File: config.mk
export PLATFORM = sky130hd
export DESIGN_NAME = debug_halt_ctrl
export DESIGN_NICKNAME = d
export VERILOG_FILES = /design/src/rtl/debug_halt_ctrl_pkg.sv /design/src/rtl/debug_halt_ctrl_flopenr.sv /design/src/rtl/debug_halt_ctrl.sv
export SDC_FILE = /design/constraint.sdc
export NUM_CORES = 1
export LEC_CHECK = 0
export BUFFER_PORTS_ARGS = -buffer_cell sky130_fd_sc_hd__buf_2
export CAP_MARGIN = 40
export CORE_MARGIN = 5
export CORE_UTILIZATION = 41
export DETAILED_ROUTE_END_ITERATION = 7
export GPL_TIMING_DRIVEN = 0
export PLACE_DENSITY = 0.78
export SYNTH_ARGS = -nofsm -noshare
export SYNTH_HDL_FRONTEND = slang
export SYNTH_SLANG_ARGS = --single-unit
File: constraint.sdc
create_clock -name clk -period 2.1 [get_ports clk]
set_clock_uncertainty 0.2 [all_clocks]
set_input_delay 0.21 -clock clk [delete_from_list [all_inputs] [get_ports clk]]
set_output_delay 0.21 -clock clk [all_outputs]
set_load 0.01 [all_outputs]
File: src/rtl/debug_halt_ctrl_pkg.sv
// Shared debug-mode definitions: dcsr.cause codes
// and the halt controller state type.
package debug_halt_ctrl_pkg;

  localparam logic [2:0] DCAUSE_EBREAK  = 3'd1;
  localparam logic [2:0] DCAUSE_HALTREQ = 3'd3;
  localparam logic [2:0] DCAUSE_STEP    = 3'd4;

  typedef enum logic [2:0] {
    RUNNING,
    DRAINING,
    HALTED,
    RESUMING,
    STEPPING
  } dbgstate_t;

endpackage

File: src/rtl/debug_halt_ctrl_flopenr.sv
// Enabled flop with asynchronous active-high reset.
// Reset value is zero.
module flopenr #(
  parameter int WIDTH = 8
) (
  input  logic             clk,
  input  logic             reset,
  input  logic             en,
  input  logic [WIDTH-1:0] d,
  output logic [WIDTH-1:0] q
);

  always_ff @(posedge clk or posedge reset) begin
    if (reset)   q <= '0;
    else if (en) q <= d;
  end

endmodule

File: src/rtl/debug_halt_ctrl.sv
// Debug halt/resume/step sequencer: drains M to a clean
// boundary, captures DPC/DCause, and redirects on resume.
module debug_halt_ctrl #(
  parameter int XLEN    = 64,
  parameter int CAUSE_W = 3
) (
  input  logic               clk,
  input  logic               reset,
  input  logic               HaltReq,
  input  logic               ResumeReq,
  input  logic               StepEn,
  input  logic               StepIE,
  input  logic               EbreakEn,
  input  logic               BreakpointFaultM,
  input  logic               InstrValidM,
  input  logic               StallM,
  input  logic               TrapM,
  input  logic               CommittedM,
  input  logic               CommittedF,
  input  logic [XLEN-1:0]    PCM,
  input  logic               DPCWriteEn,
  input  logic [XLEN-1:0]    DPCWriteVal,
  output logic               HaltFlushM,
  output logic               SuppressTrapM,
  output logic               IntMaskM,
  output logic               HaltStallF,
  output logic               DebugMode,
  output logic               ResumePCValid,
  output logic               ResumeAck,
  output logic [XLEN-1:0]    DPC,
  output logic [CAUSE_W-1:0] DCause
);

  import debug_halt_ctrl_pkg::*;

  dbgstate_t          state_q, state_d;
  logic [CAUSE_W-1:0] dcause_q, dcause_d;
  logic [XLEN-1:0]    dpc_d, dpc_q;
  logic               dpc_en;
  logic               bnd, ret, eb;

  assign ret = InstrValidM & ~StallM & ~TrapM;
  assign bnd = ret & ~CommittedM & ~CommittedF;

  assign eb = BreakpointFaultM & InstrValidM & EbreakEn &
              ((state_q == RUNNING)  |
               (state_q == DRAINING) |
               (state_q == STEPPING));

  always_ff @(posedge clk or posedge reset) begin
    if (reset) begin
      state_q  <= RUNNING;
      dcause_q <= '0;
    end else begin
      state_q  <= state_d;
      dcause_q <= dcause_d;
    end
  end

  flopenr #(.WIDTH(XLEN)) u_dpc (
    .clk   (clk),
    .reset (reset),
    .en    (dpc_en),
    .d     (dpc_d),
    .q     (dpc_q)
  );

  always_comb begin
    state_d       = state_q;
    dcause_d      = dcause_q;
    dpc_en        = 1'b0;
    dpc_d         = PCM;
    HaltFlushM    = 1'b0;
    SuppressTrapM = 1'b0;
    IntMaskM      = 1'b0;
    HaltStallF    = 1'b0;
    DebugMode     = 1'b0;
    ResumePCValid = 1'b0;
    ResumeAck     = 1'b0;

    case (state_q)
      RUNNING: begin
        if (HaltReq) begin
          state_d  = DRAINING;
          dcause_d = CAUSE_W'(DCAUSE_HALTREQ);
        end
      end
      DRAINING: begin
        IntMaskM = 1'b1;
        if (HaltReq) dcause_d = CAUSE_W'(DCAUSE_HALTREQ);
        // A trap is not a boundary; the halt lands on the handler.
        if (bnd) begin
          HaltFlushM = 1'b1;
          dpc_en     = 1'b1;
          state_d    = HALTED;
        end
      end
      HALTED: begin
        DebugMode  = 1'b1;
        HaltStallF = 1'b1;
        if (DPCWriteEn) begin
          dpc_en = 1'b1;
          dpc_d  = DPCWriteVal;
        end
        if (ResumeReq) state_d = RESUMING;
      end
      RESUMING: begin
        ResumePCValid = 1'b1;
        ResumeAck     = 1'b1;
        state_d       = StepEn ? STEPPING : RUNNING;
      end
      STEPPING: begin
        IntMaskM = ~StepIE;
        if (ret | TrapM) begin
          state_d  = DRAINING;
          dcause_d = HaltReq ? CAUSE_W'(DCAUSE_HALTREQ)
                             : CAUSE_W'(DCAUSE_STEP);
        end
      end
      default: state_d = RUNNING;
    endcase

    // Ebreak outranks every other reason to halt.
    if (eb) begin
      SuppressTrapM = 1'b1;
      HaltFlushM    = 1'b1;
      dpc_en        = 1'b1;
      dpc_d         = PCM;
      dcause_d      = CAUSE_W'(DCAUSE_EBREAK);
      state_d       = HALTED;
    end
  end

  assign DPC    = dpc_q;
  assign DCause = dcause_q;

endmodule

# After elaboration in Yosys (flattened, before gate mapping)
# Cells that the tools add are included.
# Widths: inputs -> output; s select.
# classes
reduce_logical,5
bitwise_logic,15
eq_ne,9
mux,25
# ops
op,n
$mux 64,3
$mux 3,10
$pmux 3 s5,1
$ne 3x3->1 const B,3
$mux 1,8
$and 1x1->1,7
$eq 3x2->1 const B,2
$pmux 3 s2,1
$not 1->1,5
$pmux 1 s2,2
$reduce_and 4->1,1
$eq 3x1->1 const B,1
$eq 3x3->1 const B,1
$logic_not 3->1,1
$ne 3x1->1 const B,1
$ne 3x2->1 const B,1
$or 1x1->1,3
$reduce_and 3->1,1
$reduce_bool 3->1,1
$reduce_or 2->1,1
# totals
ff_bits,70
elab_cells,57

# Longest topological paths before layout
# depth
word_depth,8
ltp_mapped,6
mapped_depth_nobuf,4

# Modules after synthesis
# From an unflattened synthesis, not the netlist that was laid out.
# hier_totals
cells_unflattened,256
area_unflattened_um2,4126.5
# by_module_without_submodules
module,cells_each,n_inst,area_per_inst_um2
flopenr,136,1,2682.6
debug_halt_ctrl,120,1,1443.9

# Worst setup path after synthesis
# No wires, ideal clock.
# synth_path
path_type,flip-flop to flip-flop
start,reg state_q[0]
end,reg u_dpc.q[0]
setup_time_ns,0.125
slack_ns,-0.006
path_stages_with_launch,7
arrival_ns,1.781
t_required_ns,1.775
cell_sequence,dfrtp_1 -> clkbuf_2 -> and4bb_2 -> buf_2 -> buf_2 -> mux2_2 -> mux2_4
# synth_via
elab_chain_cells,5
word_cells_on_any_way,11
cone_classes,3 x eq/ne; 4 x mux; 3 x bitwise; 1 x reduce/logical
# synth_rtl
item,line_no,source
start: declaration,debug_halt_ctrl.sv:36,"dbgstate_t state_q, state_d;"
start signal: assignment,debug_halt_ctrl.sv:55,state_q <= state_d;
$eq 3x1->1 or $logic_not 3->1 (tied branches),"debug_halt_ctrl.sv:47, debug_halt_ctrl.sv:81, debug_halt_ctrl.sv:46",
$or 1x1->1,debug_halt_ctrl.sv:46,((state_q == RUNNING) |
$or 1x1->1,debug_halt_ctrl.sv:47,(state_q == DRAINING) |
$and 1x1->1,debug_halt_ctrl.sv:45,assign eb = BreakpointFaultM & InstrValidM & EbreakEn &
$mux 64 or $mux 1 (tied branches),debug_halt_ctrl.sv:124,if (eb) begin
end signal: assignment,debug_halt_ctrl_flopenr.sv:14,if (reset) q <= '0;
end signal: assignment,debug_halt_ctrl_flopenr.sv:15,else if (en) q <= d;
end: declaration,debug_halt_ctrl_flopenr.sv:10,output logic [WIDTH-1:0] q
# Several ways; a longest one is shown, not always the timed one.
# A chain may end at the register's enable or synchronous reset.

# Worst setup path in the final report
# layout_path
start,reg state_q[0]
end,reg u_dpc.q[24]
# Same word-level chain as after synthesis.

==> key figures <==
Status
  • Outcome: finished, violations left
  • Violated checks: setup timing

Clock network
  • H-tree depth: 3
  • Total clock buffers created by CTS: 9
  • Worst-Skew Late Latency: 0.33 ns
  • CTS tree: built
  • CTS sink count: 70
  • Max Root-Sink Buffers: 2
  • Clock Pin Slew Worst Setup and Hold Paths: 0.08 ns
  • CTS Root Cell: clkbuf_8

Logic synthesis
  • Post-synth top cells: 70 x dfrtp_1, 68 x mux2_2, 60 x mux2_4, 7 x buf_2
  • Synth area leaders: dfrtp_1 45%, mux2_4 23%, mux2_2 20%, buf_8 2.3%, buf_2 0.90%
  • Warnings, synthesis: 0
  • Post-Synth XOR/XNOR Area: 0
  • Compound-Gate Fraction of Synth Area: 0.0378
  • Main combinational cell family by area after synthesis: multiplexers
  • Synthesized area per cell: 14.6 sq um
  • Library cells used by synthesis: 36
  • #FFs+latches synth: 70
  • Synth Cell Area: 3910 sq um
  • Prevailing post-synth register cell: dfrtp_1
  • Register area share after synthesis: 0.448
  • Most numerous cell in the Yosys netlist: dfrtp_1
  • Ys async rst share: 1.00
  • Area leader, netlist: dfrtp_1
  • Synthesized instance count: 268
  • Number of enable flip-flop cells after synthesis: 0
  • Synth Area in Simple Gates: 0.0423
  • Synth Area in Adders: 0
  • Synthesized Nets: 410
  • Post-synth top area share: 0.448
  • Post-synthesis mux area share: 0.427

Pwr
  • Pwr Density: 1180 nW/um^2
  • Power after layout: 6820 uW
  • Static Leakage: 0.00286 uW
  • Maximum VDD drop: 579 uV

Global routing
  • First-pass GRT wire length: 16.0 mm
  • Grt ovf: 0
  • Gr usage total: 0.175
  • Vias in the first global route: 3258
  • Antenna violations before repair: 0
  • Largest net degree at the start of global routing: 39

Run
  • Max-Cap Viols: 0

Floorplan
  • Row cnt: 35
  • Die Span Y: 108 microns
  • Die footprint: 11600 sq um
  • Core area: 9280 sq um
  • Initial Utilization: 0.421
  • Horiz. Die Dim: 108 microns
  • Io pins: 216

Timing
  • Final Max Tran Viols: 0
  • Endpoints failing setup: 43
  • Final hold violation count: 0
  • PnR worst setup slack: -0.0302 ns
  • Measured slew at the worst slew-check pin: 0.747 ns
  • Final critical-path required period: 2.13 ns
  • Peak Freq: 469 MHz
  • Relative slew slack: 0.501
  • RSZ-0062 raised after global routing: yes
  • Final period util: 1.01

Setup path
  • Depth of the most critical reg-to-reg path: 6
  • CP Class: reg2reg
  • Crit path max fanout: 10
  • Worst setup path end: u_dpc.q[24]$_DFFE_PP0P_
  • Worst R2R End: u_dpc.q[24]$_DFFE_PP0P_
  • FF-to-FF setup slack: -0.03 ns
  • CP startpoint kind: flop
  • Critical R2R Launch: state_q[0]$_DFFE_PP0P_
  • Required @ worst endpoint: 2.12 ns
  • Origin of the worst setup path: state_q[0]$_DFFE_PP0P_
  • Setup crit end kind: flop
  • Critical Path AT: 2.15 ns

Layout
  • Synthesis-to-finish area growth: 47.5%
  • Utilization after layout: 0.621
  • Final Cell Area: 5760 sq um
  • Fillers: 732
  • Share of layout cells above drive strength 1: 0.786
  • Fin nets: 656
  • Layout Cells excl Fill: 648
  • Antenna diodes: 0

Detailed routing
  • Post-DR wirelength/cell: 16.6 microns
  • Post-Route WL: 10.7 mm
  • Antenna-violating nets left: 0
  • Vias per cell: 4.81
  • DR pass1 iterations: 4
  • Remaining DRCs: 0
  • 1st-iter DRT viols: 83
  • Via count: 3117

Placed design
  • Post-DP HPWL: 8.03 mm
  • Post-place setup slack: -0.334 ns
  • DP Cell Count: 614
  • Port bufs: 215
  • Post-Place Cell Area: 5180 sq um
  • Placer congestion estimate: 0.845

Hold path
  • Hold Startpoint: PCM[48]
  • Hold crit path type: in2reg
==> area by class of cell <==
| class | instances | area (sq um) | area share |
|---|---|---|---|
| multi-input combinational | 174 | 2010 | 0.348 |
| sequential | 70 | 1750 | 0.304 |
| clock buffer | 9 | 124 | 0.0215 |
| timing repair buffer | 236 | 1370 | 0.238 |
| tap | 129 | 161 | 0.0280 |
| inverter | 5 | 22.5 | 0.00391 |
| clock inverter | 7 | 50.0 | 0.00868 |
| buffer | 18 | 274 | 0.0475 |
==> through the flow <==
stage / TNS (ns) / hold slack (ns)
after global placement: -17.59 / 0.235
after detailed placement: -18.79 / 0.185
after floorplan: -0.367 / 0.143
final: -0.588 / 0.0280
after global routing: -3.65 / 0.0154
after CTS: -0.280 / 0.0114
==> repair_timing <==
item,4_1_cts,5_1_grt
hold buffers,2,0
pin swaps,4,1
hold endpoints to repair,33,0
setup endpoints to repair,68,64
buffers inserted,11,2
gates cloned,3,2
gates resized for setup,37,11
==> layout by cell type, fill, tap and decap left out, drive strengths merged, types with 2 or more instances in the layout <==
cell         instances
buf                247
a31oi                2
mux2               128
nand2b               2
o21ai                6
a21oi                2
clkinv               3
nand3                2
o21a                 2
dfrtp               70
nor2                 6
clkbuf              14
dlygate4sd3          2
nand2                2
inv                  5
clkinvlp             4
nor2b                5
==> flip-flops by register name (all words and copies together), names as in the netlist <==
signal / flops
state_q: 3
u_dpc.q: 64
DCause: 3
==> report_power, final <==
part	internal (uW)	switching [uW]	leakage [uW]	total, uW
registers	2010	373	0.000825	2390
clock network	430	530	0.0000816	960
logic	2080	1390	0.00196	3470
==> cells by family after synthesis <==
family | Yosys count
muxes | 128
DFF | 70
and+or+nand+nor | 26
buffers and inverters | 24
AOI/OAI and AO/OA | 20
==> layer usage <==
metal  up-vias  wire length, microns  GRT usage
met5         -                     0          0
met4         0                    87     0.0406
met3         6                   752     0.0390
met2       136                  5670      0.326
li1       1468                     -          -
met1      1507                  4220      0.204
==> how the worst min path moves through the flow <==
stage / end / cells after the start / slack (ns)
6_report: u_dpc.q[48]$_DFFE_PP0P_ / 3 / 0.03
3_3_place_gp: state_q[2]$_DFFE_PP0P_ / 2 / 0.23
5_1_grt: u_dpc.q[59]$_DFFE_PP0P_ / 3 / 0.02
4_1_cts: u_dpc.q[1]$_DFFE_PP0P_ / 3 / 0.01
3_5_place_dp: u_dpc.q[38]$_DFFE_PP0P_ / 2 / 0.18
2_1_floorplan: state_q[2]$_DFFE_PP0P_ / 1 / 0.14
==> worst max-delay path: stages, from the launching register on <==
cell,delay (ns)
dfrtp_1,0.39
clkbuf_8,0.13
and4bb_4,0.37
buf_12,0.16
buf_8,0.14
mux2_2,0.35
mux2_4,0.26
Power figures use the tool's default switching activity.
